==> src/rtl/asteroid_field_if.sv <==
// Pixel-side and game-side signals of the asteroid field, grouped as one bundle.
// The slave modport is the asteroid_field block; master is whatever drives it.
interface asteroid_field_if #(
  parameter int N_AST   = 4,
  parameter int SPEED_W = 3
);
  logic [9:0]               hcount;
  logic [9:0]               vcount;
  logic                     frame_tick;
  logic                     pause;
  logic                     shield;
  logic [N_AST-1:0]         spawn_en;
  logic [10*N_AST-1:0]      lane_x;
  logic [SPEED_W*N_AST-1:0] speed;
  logic                     pixel_on;
  logic                     expl_on;
  logic [3:0]               score_inc;
  logic [3:0]               hit_inc;
  logic                     update_valid;
  logic [3:0]               active_cnt;

  modport slave (
    input  hcount, vcount, frame_tick, pause, shield, spawn_en, lane_x, speed,
    output pixel_on, expl_on, score_inc, hit_inc, update_valid, active_cnt
  );

  modport master (
    output hcount, vcount, frame_tick, pause, shield, spawn_en, lane_x, speed,
    input  pixel_on, expl_on, score_inc, hit_inc, update_valid, active_cnt
  );
endinterface

==> src/rtl/asteroid_field.sv <==
// N_AST independent falling asteroids: per-channel IDLE/FALL/EXPLODE FSM, diamond
// and explosion-box rendering, and per-frame shield-kill / floor-impact reporting.
module asteroid_field #(
  parameter int N_AST       = 4,
  parameter int TOP_Y       = 35,
  parameter int FLOOR_Y     = 515,
  parameter int HALF_H      = 15,
  parameter int DEF_TOP     = 376,
  parameter int DEF_BOT     = 416,
  parameter int EXPL_FRAMES = 8,
  parameter int SPEED_W     = 3,
  parameter int EXPL_HALF   = 4
) (
  input  logic              clk,
  input  logic              reset,
  asteroid_field_if.slave   bus
);
  typedef enum logic [1:0] {IDLE, FALL, EXPLODE} state_t;

  localparam int TW = (EXPL_FRAMES > 1) ? $clog2(EXPL_FRAMES) : 1;
  localparam logic [TW-1:0] TLOAD = TW'(EXPL_FRAMES - 1);

  localparam logic [10:0] TOP      = 11'(TOP_Y);
  localparam logic [10:0] FLOOR    = 11'(FLOOR_Y);
  localparam logic [10:0] HH       = 11'(HALF_H);
  localparam logic [10:0] H2       = 11'(2 * HALF_H);
  localparam logic [10:0] DTOP     = 11'(DEF_TOP);
  localparam logic [10:0] DBOT     = 11'(DEF_BOT);
  localparam logic [10:0] CLAMP_Y  = 11'(FLOOR_Y - 1 - 2 * HALF_H);
  localparam logic [10:0] FLOOR_EY = 11'(FLOOR_Y - 1 - EXPL_HALF);

  localparam logic signed [11:0] S_H  = 12'(HALF_H);
  localparam logic signed [11:0] S_2H = 12'(2 * HALF_H);
  localparam logic signed [11:0] S_E  = 12'(EXPL_HALF);

  state_t             state_q [N_AST];
  state_t             state_d [N_AST];
  logic [9:0]         x_q     [N_AST];
  logic [9:0]         x_d     [N_AST];
  logic [SPEED_W-1:0] spd_q   [N_AST];
  logic [SPEED_W-1:0] spd_d   [N_AST];
  logic [10:0]        y_q     [N_AST];
  logic [10:0]        y_d     [N_AST];
  logic [10:0]        ey_q    [N_AST];
  logic [10:0]        ey_d    [N_AST];
  logic [TW-1:0]      tmr_q   [N_AST];
  logic [TW-1:0]      tmr_d   [N_AST];

  logic [10:0]        ny      [N_AST];
  logic [10:0]        bot     [N_AST];
  logic signed [11:0] dx      [N_AST];
  logic signed [11:0] dy      [N_AST];
  logic signed [11:0] edy     [N_AST];

  logic [N_AST-1:0]   fall_hit;
  logic [N_AST-1:0]   expl_hit;
  logic [3:0]         kills;
  logic [3:0]         impacts;
  logic [3:0]         busy_cnt;
  logic               tick;

  assign tick = bus.frame_tick & ~bus.pause;

  function automatic logic signed [11:0] abs12(input logic signed [11:0] v);
    return v[11] ? -v : v;
  endfunction

  always_comb begin
    for (int unsigned i = 0; i < N_AST; i++) begin
      ny[i]  = y_q[i] + 11'(spd_q[i]);
      bot[i] = ny[i] + H2;
      dx[i]  = {2'b00, bus.hcount} - {2'b00, x_q[i]};
      dy[i]  = {2'b00, bus.vcount} - {1'b0, y_q[i]};
      edy[i] = {2'b00, bus.vcount} - {1'b0, ey_q[i]};
    end
  end

  // Next-state logic for every channel; shield kill outranks floor impact.
  always_comb begin
    kills   = '0;
    impacts = '0;
    for (int unsigned i = 0; i < N_AST; i++) begin
      state_d[i] = state_q[i];
      x_d[i]     = x_q[i];
      spd_d[i]   = spd_q[i];
      y_d[i]     = y_q[i];
      ey_d[i]    = ey_q[i];
      tmr_d[i]   = tmr_q[i];
      if (tick) begin
        unique case (state_q[i])
          IDLE: begin
            if (bus.spawn_en[i]) begin
              state_d[i] = FALL;
              x_d[i]     = bus.lane_x[i*10 +: 10];
              spd_d[i]   = (bus.speed[i*SPEED_W +: SPEED_W] == '0) ? SPEED_W'(1)
                                                                    : bus.speed[i*SPEED_W +: SPEED_W];
              y_d[i]     = TOP;
            end
          end
          FALL: begin
            if (bus.shield && (ny[i] <= DBOT) && (bot[i] >= DTOP)) begin
              state_d[i] = EXPLODE;
              y_d[i]     = ny[i];
              ey_d[i]    = ny[i] + HH;
              tmr_d[i]   = TLOAD;
              if (kills != 4'(N_AST)) kills = kills + 4'd1;
            end else if (bot[i] >= FLOOR) begin
              state_d[i] = EXPLODE;
              y_d[i]     = CLAMP_Y;
              ey_d[i]    = FLOOR_EY;
              tmr_d[i]   = TLOAD;
              if (impacts != 4'(N_AST)) impacts = impacts + 4'd1;
            end else begin
              y_d[i] = ny[i];
            end
          end
          EXPLODE: begin
            if (tmr_q[i] == '0) begin
              state_d[i] = IDLE;
              y_d[i]     = TOP;
            end else begin
              tmr_d[i] = tmr_q[i] - 1'b1;
            end
          end
          default: state_d[i] = IDLE;
        endcase
      end
    end
  end

  // The column never changes after spawn, so x doubles as the explosion centre column.
  always_comb begin
    fall_hit = '0;
    expl_hit = '0;
    busy_cnt = '0;
    for (int unsigned i = 0; i < N_AST; i++) begin
      fall_hit[i] = (state_q[i] == FALL) && !dy[i][11] && (dy[i] <= S_2H) &&
                    (abs12(dx[i]) <= (S_H - abs12(dy[i] - S_H)));
      expl_hit[i] = (state_q[i] == EXPLODE) && (abs12(dx[i]) <= S_E) &&
                    (abs12(edy[i]) <= S_E);
      if (state_q[i] != IDLE) busy_cnt = busy_cnt + 4'd1;
    end
  end

  always_ff @(posedge clk or negedge reset) begin
    if (!reset) begin
      for (int unsigned i = 0; i < N_AST; i++) begin
        state_q[i] <= IDLE;
        x_q[i]     <= '0;
        spd_q[i]   <= '0;
        y_q[i]     <= TOP;
        ey_q[i]    <= '0;
        tmr_q[i]   <= '0;
      end
      bus.pixel_on     <= 1'b0;
      bus.expl_on      <= 1'b0;
      bus.score_inc    <= '0;
      bus.hit_inc      <= '0;
      bus.update_valid <= 1'b0;
      bus.active_cnt   <= '0;
    end else begin
      for (int unsigned i = 0; i < N_AST; i++) begin
        state_q[i] <= state_d[i];
        x_q[i]     <= x_d[i];
        spd_q[i]   <= spd_d[i];
        y_q[i]     <= y_d[i];
        ey_q[i]    <= ey_d[i];
        tmr_q[i]   <= tmr_d[i];
      end
      bus.pixel_on     <= |fall_hit;
      bus.expl_on      <= |expl_hit;
      bus.score_inc    <= tick ? kills : '0;
      bus.hit_inc      <= tick ? impacts : '0;
      bus.update_valid <= tick;
      bus.active_cnt   <= busy_cnt;
    end
  end
endmodule

==> src/flat_wrapper.sv <==
// flat-port wrapper written by rule: the top's interface ports become plain ports
module asteroid_field_flat 
#(
  parameter int N_AST       = 4,
  parameter int TOP_Y       = 35,
  parameter int FLOOR_Y     = 515,
  parameter int HALF_H      = 15,
  parameter int DEF_TOP     = 376,
  parameter int DEF_BOT     = 416,
  parameter int EXPL_FRAMES = 8,
  parameter int SPEED_W     = 3,
  parameter int EXPL_HALF   = 4
)
  (clk, reset, bus_hcount, bus_vcount, bus_frame_tick, bus_pause, bus_shield, bus_spawn_en, bus_lane_x, bus_speed, bus_pixel_on, bus_expl_on, bus_score_inc, bus_hit_inc, bus_update_valid, bus_active_cnt);
  asteroid_field_if #(.N_AST(N_AST), .SPEED_W(SPEED_W)) bus_i ();
  input  logic clk;
  input  logic reset;
  input wire logic [$bits(bus_i.hcount)-1:0] bus_hcount;
  input wire logic [$bits(bus_i.vcount)-1:0] bus_vcount;
  input wire logic [$bits(bus_i.frame_tick)-1:0] bus_frame_tick;
  input wire logic [$bits(bus_i.pause)-1:0] bus_pause;
  input wire logic [$bits(bus_i.shield)-1:0] bus_shield;
  input wire logic [$bits(bus_i.spawn_en)-1:0] bus_spawn_en;
  input wire logic [$bits(bus_i.lane_x)-1:0] bus_lane_x;
  input wire logic [$bits(bus_i.speed)-1:0] bus_speed;
  output wire logic [$bits(bus_i.pixel_on)-1:0] bus_pixel_on;
  output wire logic [$bits(bus_i.expl_on)-1:0] bus_expl_on;
  output wire logic [$bits(bus_i.score_inc)-1:0] bus_score_inc;
  output wire logic [$bits(bus_i.hit_inc)-1:0] bus_hit_inc;
  output wire logic [$bits(bus_i.update_valid)-1:0] bus_update_valid;
  output wire logic [$bits(bus_i.active_cnt)-1:0] bus_active_cnt;
  assign bus_i.hcount = bus_hcount;
  assign bus_i.vcount = bus_vcount;
  assign bus_i.frame_tick = bus_frame_tick;
  assign bus_i.pause = bus_pause;
  assign bus_i.shield = bus_shield;
  assign bus_i.spawn_en = bus_spawn_en;
  assign bus_i.lane_x = bus_lane_x;
  assign bus_i.speed = bus_speed;
  assign bus_pixel_on = bus_i.pixel_on;
  assign bus_expl_on = bus_i.expl_on;
  assign bus_score_inc = bus_i.score_inc;
  assign bus_hit_inc = bus_i.hit_inc;
  assign bus_update_valid = bus_i.update_valid;
  assign bus_active_cnt = bus_i.active_cnt;
  asteroid_field #(.N_AST(N_AST), .TOP_Y(TOP_Y), .FLOOR_Y(FLOOR_Y), .HALF_H(HALF_H), .DEF_TOP(DEF_TOP), .DEF_BOT(DEF_BOT), .EXPL_FRAMES(EXPL_FRAMES), .SPEED_W(SPEED_W), .EXPL_HALF(EXPL_HALF)) u_core (.clk(clk), .reset(reset), .bus(bus_i));
endmodule
==> config.mk <==
export PLATFORM = sky130hd
export DESIGN_NAME = asteroid_field_flat
export DESIGN_NICKNAME = d
export VERILOG_FILES = /design/src/rtl/asteroid_field_if.sv /design/src/rtl/asteroid_field.sv /design/src/flat_wrapper.sv
export SDC_FILE = /design/constraint.sdc
export NUM_CORES = 1
export LEC_CHECK = 0
export BUFFER_PORTS_ARGS = -buffer_cell sky130_fd_sc_hd__buf_2
export CAP_MARGIN = 10
export CORE_MARGIN = 4
export CORE_UTILIZATION = 62
export CTS_CLUSTER_DIAMETER = 40
export DETAILED_ROUTE_END_ITERATION = 10
export GPL_TIMING_DRIVEN = 0
export HOLD_SLACK_MARGIN = 0.03
export PLACE_DENSITY = 0.77
export SYNTH_ARGS = -nofsm -noshare
export SYNTH_HDL_FRONTEND = slang
export SYNTH_SLANG_ARGS = --single-unit
==> constraint.sdc <==
create_clock -name clk -period 15.35 [get_ports clk]
set_input_delay 0.7675 -clock clk [delete_from_list [all_inputs] [get_ports clk]]
set_output_delay 0.7675 -clock clk [all_outputs]
set_load 0.02 [all_outputs]
After elaboration in Yosys (flattened, before gate mapping)
Cells that the tools add are included.
{"block": "totals", "ff_bits": 175, "inputBits": 81, "out_inout_bits": 15, "wordCells": 347}
{"block": "op_classes", "addsub": 57, "magnitude_cmp": 28, "n_eq_ne": 30, "muxes": 118, "n_bitwise": 2, "n_reduce_logical": 82}
{"op": "11-bit two-way mux", "count": 24}
{"op": "12-bit two-way mux", "count": 12}
{"op": "12-bit negation", "count": 12}
{"op": "4-bit two-way mux", "count": 35}
{"op": "11-bit case mux with 3 select lines", "count": 4}
{"op": "12-bit by 4-bit <= comparator with 1-bit output, second input constant", "count": 8}
{"op": "10-bit by 11-bit subtractor with 12-bit output", "count": 8}
{"op": "12-bit <= comparator", "count": 4}
{"op": "12-bit by 6-bit <= comparator with 1-bit output, second input constant", "count": 4}
{"op": "3-bit two-way mux", "count": 16}
{"op": "4-bit AND reduction", "count": 12}
{"op": "12-bit by 5-bit subtractor with 12-bit output, second input constant", "count": 4}
{"op": "5-bit by 12-bit subtractor with 12-bit output, first input constant", "count": 4}
{"op": "11-bit by 3-bit adder with 11-bit output", "count": 4}
{"op": "11-bit by 4-bit adder with 11-bit output, second input constant", "count": 4}
{"op": "11-bit by 5-bit adder with 11-bit output, second input constant", "count": 4}
{"op": "11-bit by 10-bit >= comparator with 1-bit output, second input constant", "count": 4}
{"op": "11-bit by 9-bit >= comparator with 1-bit output, second input constant", "count": 4}
{"op": "11-bit by 9-bit <= comparator with 1-bit output, second input constant", "count": 4}
{"op": "10-bit by 10-bit subtractor with 11-bit output", "count": 4}
{"op": "4-bit by 1-bit adder with 4-bit output, second input constant", "count": 8}
{"op": "2-bit two-way mux", "count": 16}
{"op": "1-bit logical AND", "count": 28}
{"op": "3-bit zero test", "count": 8}
{"op": "other kinds (19)", "count": 82}

Logic depth before layout (Yosys ltp)
Gate-level depths: netlist (run 1).
{"block": "depth", "depth_word": 25, "depth_mapped": 26, "ltp_nobuf": 25}

Worst setup path after synthesis (run 1)
Ideal clock, no wire load.
{"block": "synth_timing", "kind": "input port to flip-flop", "start": "in bus_vcount[0]", "end": "reg u_core.bus.pixel_on", "setup_ps": 87, "arrival_time_ps": 5594, "required_ps": 15263, "slack_ps": 9669, "cell_stages": 26, "n_path_buf": 1, "path_cell_list": "inv_1 ha_1 fa_1 nor2b_1 o2111ai_1 a21oi_1 nand3b_1 nand4b_1 or4b_2 nand2_1 clkbuf_1 nor2_1 xnor2_1 ha_1 nor2b_1 o21a_1 o21a_1 o21a_1 o21a_1 o21a_1 o21a_1 o211ai_1 and3_1 o311a_1 a31oi_1 o211ai_1"}
{"block": "synth_between", "elab_chain_cells": 8, "word_cells_on_any_way": 45, "classes_between": "add/sub (16); order compare (8); mux (4); reduce/logical (17)"}
{"element": "start: declaration", "line_no": "flat_wrapper.sv:19", "source": "input wire logic [$bits(bus_i.vcount)-1:0] bus_vcount;"}
{"element": "10-bit by 11-bit subtractor with 12-bit output", "line_no": "asteroid_field.sv:73", "source": "dy[i] = {2'b00, bus.vcount} - {1'b0, y_q[i]};"}
{"element": "12-bit by 5-bit subtractor with 12-bit output", "line_no": "asteroid_field.sv:138", "source": "(abs12(dx[i]) <= (S_H - abs12(dy[i] - S_H)));"}
{"element": "12-bit negation", "line_no": "asteroid_field.sv:65", "source": "return v[11] ? -v : v;"}
{"element": "12-bit two-way mux", "line_no": "asteroid_field.sv:65"}
{"element": "5-bit by 12-bit subtractor with 12-bit output", "line_no": "asteroid_field.sv:138"}
{"element": "12-bit <= comparator", "line_no": "asteroid_field.sv:138"}
{"element": "1-bit logical AND", "line_no": "asteroid_field.sv:137", "source": "fall_hit[i] = (state_q[i] == FALL) && !dy[i][11] && (dy[i] <= S_2H) &&"}
{"element": "4-bit OR reduction (*)", "line_no": "asteroid_field.sv:170", "source": "bus.pixel_on <= |fall_hit;"}
{"element": "end signal: assignment", "line_no": "asteroid_field.sv:170"}
{"element": "end: declaration", "line_no": "asteroid_field_if.sv:24", "source": "output pixel_on, expl_on, score_inc, hit_inc, update_valid, active_cnt"}
Mark *: on every way between the ends. The rest lies on a longest branch, timed or not.
A chain may end at the register's enable or synchronous reset.

Final worst setup path (run 1)
{"block": "layout_timing", "start": "in bus_vcount[1]", "end": "reg u_core.bus.pixel_on"}
Same word-level chain as after synthesis.

==> key figures, run 1 <==
Synthesis
  • Synth Cell Area: 22200 um^2
  • Yosys reg bits: between 150 and 200
  • Mux cell area share after synthesis: 0.0335
  • Synth Area in XOR/XNOR: 0.122
  • Async SR Flop Fraction: 1.00
  • Post-Synth Simple-Gate Area: 0.207
  • Ys Warns: 0
  • Number of synthesized flops with an enable pin: 0
  • Synth Area in Compound Gates: 0.232
  • Syn Area/Cell: roughly 7.9 um^2
  • Post-synthesis adder-cell area fraction: 0.155
  • Synth cell types: 97
  • Main combinational cell family by area after synthesis: compound AO/OA/AOI/OAI gates
  • Synth Flop Type: dfrtp_1
  • Post-synthesis sequential area ratio: 0.198
  • Cells after Synth: 2797

Final layout
  • Area Overhead vs Synth: 7.76%
  • Final net count: around 3300
  • Share of post-route cells with drive strength above 1: 0.0891
  • Post-Layout Inst Area: roughly 24000 um^2

Clock tree
  • Num CTS Buffers: 17
  • CTS Sinks: 175
  • CTS tree: yes
  • Worst skew pair latency: about 0.46 ns
  • Max Buffers Root-to-Sink: 2
  • Root Buffer: clkbuf_16
  • H-Tree Depth: 4
  • PostCTS Resize Cnt: 0
  • Clock slew seen by the registers of the worst setup and hold paths: 0.08 ns
  • # Post-CTS Setup Buffers: 0
  • CTS hold repair buffers: 0

Timing
  • Hold Vio Cnt, Final: 0
  • Fin Clk Skew: 0.0127 ns
  • Final slew viol count: 0
  • Fin Setup TNS: 0 ns
  • Setup WS post-layout: between 8 and 9 ns
  • Final setup vio count: 0
  • Final Critical Period: approximately 7.3 ns
  • Hold Slack: 0.293 ns
  • Worst Tran Pin Value: between 1 and 1.5 ns
  • Part of the cycle the worst path needs: 0.474
  • RSZ-0062 raised after global routing: false
  • Rel. slew slack: 0.314
  • Fmax: between 100 and 150 MHz

Route
  • Met3 wire length: between 3 and 4 mm
  • WL met2: just over 30 mm
  • Residual DRC count: 0
  • M1 WL: 26.4 mm
  • First-pass DRT Iterations: 8
  • ANT nets after route: 0
  • Post-Route WL: 62.8 mm
  • Max layer used: met4
  • DR WL/cell: approximately 19 um
  • Vias post-DR: around 21000
  • Initial detailed-routing violation count: 1391
  • Mean number of vias per cell: between 6 and 7

GRT
  • First-pass GRT wire length: roughly 100 mm
  • Initial antenna violation count: 1
  • Vias in the first global route: just over 20000
  • Largest net degree at the start of global routing: a little under 100
  • Global Route Usage Sum: 0.315
  • Grt total ovfl: 0

Floorplanning
  • Initial Util: 0.626
  • Core area: between 30000 and 40000 um^2
  • Io pins: 96
  • DIE WIDTH: approximately 200 um
  • FP Rows: slightly below 70
  • Die area: 38900 um^2
  • Die H: roughly 200 um

Setup path
  • Sum of buffers and inverters on the critical path: 3
  • Startpoint class of the critical path: input pin
  • Delay-heaviest family, CP: compound AO/OA/AOI/OAI gates
  • Peak fanout along the critical path: 10
  • Critical Path End Type: flop
  • CP max stage cell: or4b_2
  • Critical Path RT: approximately 16 ns
  • CP max stage delay: about 0.73 ns
  • Critical Setup Path Class: in2reg
  • Arrival time of the worst setup path: approximately 7.6 ns
  • Worst path cell trace: buf_2 -> inv_1 -> fa_1 -> nor2b_1 -> o2111ai_1 -> a21oi_1 -> nand3b_1 -> nand4b_1 -> or4b_2 -> nand2_1 -> clkbuf_1 -> nor2_1 -> xnor2_1 -> ha_1 -> xor2_1 -> xnor2_1 -> ha_1 -> o21a_1 -> o21a_1 -> o211ai_1 -> and3_1 -> o311a_1 -> a31oi_1 -> o211ai_1

Status
  • Status: completed

Power
  • Clock power frac: 0.076
  • PnR Total Power: 6260 uW
  • Leakage: about 0.010 uW
  • Worst IR drop on VDD: approximately 0.00020 V
  • Sw Share: 0.526
  • Comb pwr share: 0.799
  • Sequential fraction of design power: 0.125
  • Internal power: 2970 uW
  • PwrDens: approximately 260 nW/um^2
  • P_sw: ~3300 uW

Place
  • Worst slack, placed: about 7.7 ns
  • Dpl hpwl: just under 50 mm
  • Input/output buffers: 95
  • Cell Area, Placed: 23300 um^2
  • GP Congestion: between 0.9 and 1

Job
  • Max-cap violations: 0

Min path
  • Worst min-delay path class: in2async
## worst reg2reg max path, delay by kind of cell (launching register included)
| kind | cells | cell delay (ns) |
|---|---|---|
| AND/OR/NAND/NOR | 3 | 0.50 |
| flip-flops | 1 | 0.56 |
| adder cells (fa/ha/maj) | 5 | 1.30 |
| XOR/XNOR | 2 | 0.86 |
| buffers and inverters | 6 | 0.76 |
| AO/OA/AOI/OAI | 9 | 2.66 |
## worst paths after layout
kind	startpoint	endpoint	slack, ns	cells past startpoint
worst max-delay path	bus_vcount[1]	u_core.bus.pixel_on	8.07	24
worst min-delay path	reset	u_core.spd_q[9]	0.29	1
worst max register to register	u_core.y_q[33]	u_core.bus.score_inc[1]	8.58	25
worst min register to register	u_core.tmr_q[3]	u_core.tmr_q[3]	0.47	1
max in group asynchronous	reset	u_core.y_q[16]	14.13	2
min in group clk	u_core.tmr_q[3]	u_core.tmr_q[3]	0.47	1
## power groups by stage
stage	registers [uW]	logic [uW]	clock network, uW
2_1_floorplan	753	3880	0
3_3_place_gp	777	4730	0
3_5_place_dp	786	4900	0
4_1_cts	778	4940	481
5_1_grt	802	5590	499
6_report	780	5000	476
## Yosys cell counts (30+ instances only)
library cell	number	area share
or3_1	30	0.0084
nand2b_1	37	0.010
xor2_1	82	0.032
o21a_1	62	0.021
clkbuf_1	53	0.0090
dfrtp_1	163	0.18
nor3_1	85	0.019
nand2_1	185	0.031
a21o_1	43	0.015
xnor2_1	221	0.087
o211ai_1	43	0.015
ha_1	250	0.14
o21ai_0	164	0.037
or2_2	30	0.0084
inv_1	250	0.042
nor2_1	214	0.036
a21oi_1	152	0.034
nand3_1	93	0.021
nand4_1	33	0.0093
nor2b_1	48	0.014
and3_1	30	0.0084
mux2_2	54	0.027
a31oi_1	47	0.013
## registers in the layout, indices dropped and copies added, names as in the netlist
signal                   flops
u_core.ey_q                 44
u_core.y_q                  44
u_core.x_q                  40
u_core.spd_q                12
u_core.tmr_q                12
u_core.state_q               8
u_core.bus.active_cnt        4
u_core.bus.hit_inc           4
u_core.bus.score_inc         4
u_core.bus.expl_on           1
u_core.bus.pixel_on          1
u_core.bus.update_valid      1
## final cells by class
type / instances / area (um^2)
flip-flops and latches: 175 / 4390
plain buffers: 59 / 228
clock buffers: 20 / 467
well taps: 461 / 577
diodes: 1 / 2.50
multi-input cells: 2315 / 16700
fillers: 3044 / 11500
clock inverters: 12 / 149
repair buffers: 96 / 513
inverters: 252 / 946
## routing by layer
metal	up-vias	global-route usage
met1	10200	0.394
met5	-	0
met3	124	0.0387
met4	0	0.103
li1	10400	-
met2	669	0.564
## through the flow
stage / util / std cells
6_report: 0.675 / 3391
4_1_cts: 0.674 / 3390
3_3_place_gp: 0.656 / 3357
3_5_place_dp: 0.657 / 3358
5_1_grt: 0.674 / 3390
2_1_floorplan: - / 2801
## logic make-up after synthesis
logic type / count (synthesis)
XOR/XNOR: 306
flip-flops: 175
adder cells (fa/ha/maj): 266
AND/OR/NAND/NOR: 904
other: 1
multiplexers: 67
buffers and inverters: 311
AO/OA/AOI/OAI: 767
## placed cells by master (no fill, tap or decap), types with 16 or more instances in the layout
master / count
dfrtp_1: 163
nand3_1: 93
nand4_1: 33
a211oi_1: 28
or3_1: 30
o211ai_1: 43
a21o_1: 43
nand2_1: 185
a21oi_1: 152
o22a_1: 16
fa_1: 16
nand2b_1: 37
xor2_1: 82
or2_2: 30
and2_1: 22
clkbuf_1: 53
clkbuf_16: 17
buf_2: 98
nor3b_1: 17
nor4_1: 28
ha_1: 250
inv_1: 250
xnor2_1: 221
mux2_2: 54
nor2_1: 214
a31oi_1: 47
o22ai_1: 28
o21ai_0: 164
nor2b_1: 48
and3_1: 30
o31ai_1: 22
o21a_1: 62
nor3_1: 85
(Power assumes the default switching activity.)
==> run 2, diff against run 1 <==
--- a/config.mk
+++ b/config.mk
@@ -8,12 +8,12 @@
 export BUFFER_PORTS_ARGS = -buffer_cell sky130_fd_sc_hd__buf_2
 export CAP_MARGIN = 10
 export CORE_MARGIN = 4
-export CORE_UTILIZATION = 62
+export CORE_UTILIZATION = 58
 export CTS_CLUSTER_DIAMETER = 40
 export DETAILED_ROUTE_END_ITERATION = 10
 export GPL_TIMING_DRIVEN = 0
 export HOLD_SLACK_MARGIN = 0.03
-export PLACE_DENSITY = 0.77
+export PLACE_DENSITY = 0.76
 export SYNTH_ARGS = -nofsm -noshare
 export SYNTH_HDL_FRONTEND = slang
 export SYNTH_SLANG_ARGS = --single-unit
==> constraint.sdc (replaced) <==
create_clock -name clk -period 6.4 [get_ports clk]
set_input_delay 0.32 -clock clk [delete_from_list [all_inputs] [get_ports clk]]
set_output_delay 0.32 -clock clk [all_outputs]
set_load 0.02 [all_outputs]
==> run 2 against run 1 <==
Against the previous run: sequential cell count unchanged; utilization decreased by 3.4 points; routed wire length increased by 2.1%; total power increased by 140%; final area increased by 0.99%; non-clock buffer count increased by 5; final cell count increased by 1.6%; count of clock-buffer cells in the layout decreased by 2; die area increased by 6.6%; critical path depth decreased by 1; via count increased by 0.79%; critical path type is now reg2reg.
==> key figures, run 2 (synthesis gave the netlist of run 1 again) <==
Route
  • Post-Route WL: 64.2 mm (was 62.8 mm)
  • ANT nets after route: 0 (unchanged)
  • Vias post-DR: 21600 (was 21400)
  • DR WL/cell: 18.6 um (was 18.5 um)
  • WL met2: 29.9 mm (was 31.1 mm)
  • Mean number of vias per cell: 6.26 (was 6.31)
  • Initial detailed-routing violation count: 1470 (was 1391)
  • Residual DRC count: 0 (unchanged)
  • M1 WL: 27.0 mm (was 26.4 mm)
  • Met3 wire length: 3.73 mm (was 3.35 mm)
  • Max layer used: met4 (unchanged)
  • First-pass DRT Iterations: 6 (was 8)

Min path
  • Endpoint, Worst Hold: u_core.x_q[12]
  • Worst min-delay path class: in2reg (was in2async)
  • Hold path depth: 2
  • Origin of the worst min-delay path: bus_lane_x[22]

Setup path
  • Critical R2R Launch: u_core.y_q[34] (was u_core.y_q[33])
  • Arrival time of the worst setup path: 6.42 ns (was 7.58 ns)
  • Critical Path End Type: flop (unchanged)
  • CP max stage delay: 0.75 ns (was 0.73 ns)
  • Peak fanout along the critical path: 10 (unchanged)
  • Critical path's most frequent cell: ha_1
  • CP max stage cell: or4b_2 (unchanged)
  • Critical Setup Path Class: reg2reg (was in2reg)
  • Delay-heaviest family, CP: compound AO/OA/AOI/OAI gates (unchanged)
  • Sum of buffers and inverters on the critical path: 2 (was 3)
  • Reg2reg end: u_core.bus.pixel_on (was u_core.bus.score_inc[1])
  • Worst path cell trace: inv_1 -> ha_1 -> or2_2 -> o21a_2 -> o2111a_1 -> a211oi_2 -> nand4b_1 -> or4b_2 -> nand2_2 -> clkbuf_4 -> nor2_1 -> xnor2_2 -> ha_1 -> xor2_1 -> xnor2_1 -> ha_1 -> o21a_1 -> o21a_1 -> o211ai_1 -> and3_1 -> o311a_4 -> a31oi_2 -> o211ai_1 (was buf_2 -> inv_1 -> fa_1 -> nor2b_1 -> o2111ai_1 -> a21oi_1 -> nand3b_1 -> nand4b_1 -> or4b_2 -> nand2_1 -> clkbuf_1 -> nor2_1 -> xnor2_1 -> ha_1 -> xor2_1 -> xnor2_1 -> ha_1 -> o21a_1 -> o21a_1 -> o211ai_1 -> and3_1 -> o311a_1 -> a31oi_1 -> o211ai_1)
  • Reg-to-reg slack, setup: 0.25 ns (was 8.58 ns)
  • Critical Path RT: 6.67 ns (was 15.64 ns)
  • Startpoint class of the critical path: flop (was input pin)
  • R2R depth: 23 (was 25)

Job
  • Max-cap violations: 0 (unchanged)

Timing
  • Hold Vio Cnt, Final: 0 (unchanged)
  • Rel. slew slack: 0.204 (was 0.314)
  • Final setup vio count: 0 (unchanged)
  • Final Critical Period: about 6.1 ns
  • Final slew viol count: 0 (unchanged)
  • Fin Clk Skew: 0.0125 ns (was 0.0127 ns)
  • Fmax: approximately 160 MHz
  • Fin Setup TNS: 0 ns (unchanged)
  • RSZ-0062 raised after global routing: false (unchanged)
  • Part of the cycle the worst path needs: 0.960
  • Worst Tran Pin Value: 1.18 ns (was 1.02 ns)

Final layout
  • Share of post-route cells with drive strength above 1: 0.0975 (was 0.0891)
  • Most common cell after layout, fill and taps aside: ha_1
  • Post-Layout Inst Area: 24200 um^2 (was 23900 um^2)
  • Most frequent cells in the layout: 250 x ha_1, 249 x inv_1, 219 x xnor2_1 (was 250 x inv_1, 250 x ha_1, 221 x xnor2_1)
  • Fillcell total: 3260 (was 3044)
  • Final net count: 3268 (was 3263)
  • Area Overhead vs Synth: 8.82% (was 7.76%)
  • Largest registers: u_core.ey_q x44, u_core.y_q x44, u_core.x_q x40 (unchanged)
  • Diode count: 0 (was 1)

Power
  • Leakage: 0.0105 uW (was 0.0104 uW)
  • Worst IR drop on VDD: 0.000367 V (was 0.000199 V)
  • PnR Total Power: 15100 uW (was 6260 uW)
  • PwrDens: 623 nW/um^2 (was 261 nW/um^2)

Status
  • Status: completed (unchanged)

GRT
  • Grt total ovfl: 0 (unchanged)
  • Largest net degree at the start of global routing: 106 (was 98)
  • Global Route Usage Sum: 0.303 (was 0.315)
  • Vias in the first global route: 21000 (was 20500)
  • First-pass GRT wire length: 103 mm (was 101 mm)
  • Initial antenna violation count: 0 (was 1)

Clock tree
  • Worst skew pair latency: 0.47 ns (was 0.46 ns)
  • H-Tree Depth: 4 (unchanged)
  • Clock slew seen by the registers of the worst setup and hold paths: 0.08 ns (about the same)
  • CTS tree: yes (unchanged)
  • Root Buffer: clkbuf_16 (unchanged)
  • CTS Sinks: 175 (unchanged)
  • Max Buffers Root-to-Sink: 2 (unchanged)
  • Num CTS Buffers: 17 (unchanged)

Floorplanning
  • FP Rows: 71 (was 69)
  • Initial Util: 0.588 (was 0.626)
  • Die area: 41500 um^2 (was 38900 um^2)
  • Core area: 37800 um^2 (was 35500 um^2)
  • Die H: 204 um (was 197 um)
  • Io pins: 96 (unchanged)
  • DIE WIDTH: 204 um (was 197 um)

Place
  • GP Congestion: 0.957 (was 0.940)
  • Dpl hpwl: 49.7 mm (was 49.1 mm)
  • Cell Area, Placed: 23400 um^2 (was 23300 um^2)
  • Input/output buffers: 95 (unchanged)
run 2: per-stage QoR:
stage	utilization	setup WS, ns	hold slack, ns	cells
after floorplan	-	1.01	0.0244	2801
after global placement	0.618	-0.968	0.455	3407
after detailed placement	0.619	-0.995	0.324	3408
after CTS	0.638	0.0307	0.0563	3446
after global routing	0.640	0.00661	0.0699	3445
final	0.640	0.254	0.0754	3445
run 2: report_power, final:
part	switching, uW	internal, uW	total, uW
registers	332	1570	1900
clock network	529	642	1170
logic	7040	4950	12000
run 2: how the worst max path moves through the flow:
stage,to,cells past startpoint,slack [ns],startpoint
3_5_place_dp,u_core.bus.pixel_on,24,-1.0,bus_vcount[1]
6_report,u_core.bus.pixel_on,23,0.25,u_core.y_q[34]
5_1_grt,u_core.bus.score_inc[2],24,0.007,u_core.y_q[33]
4_1_cts,u_core.bus.pixel_on,26,0.03,u_core.y_q[16]
2_1_floorplan,u_core.bus.pixel_on,25,1.01,u_core.y_q[34]
3_3_place_gp,u_core.bus.pixel_on,24,-0.97,bus_vcount[1]
run 2: routing by layer:
metal / GRT usage / up-vias
met3: 0.0474 / 184
met1: 0.378 / 10300
li1: - / 10400
met4: 0.155 / 0
met5: 0 / -
met2: 0.509 / 667
run 2: cell type report:
cell class / count / area, um^2 / area share
Clock buffer: 18 / 439 / 0.0182
Clock inverter: 14 / 193 / 0.00797
Multi-Input combinational cell: 2315 / 16800 / 0.693
Buffer: 56 / 221 / 0.00916
Timing Repair Buffer: 104 / 576 / 0.0238
Tap cell: 511 / 639 / 0.0265
Inverter: 252 / 950 / 0.0393
Sequential cell: 175 / 4390 / 0.182
run 2: timing repair:
item | CTS | global route
hold endpoints to repair | 65 | 0
hold buffers | 1 | 0
cloned | 0 | 0
gates resized for setup | 5 | 22
pin swaps | 1 | 1
endpoints found under the setup margin | 5 | 5
setup buffers | 5 | 1
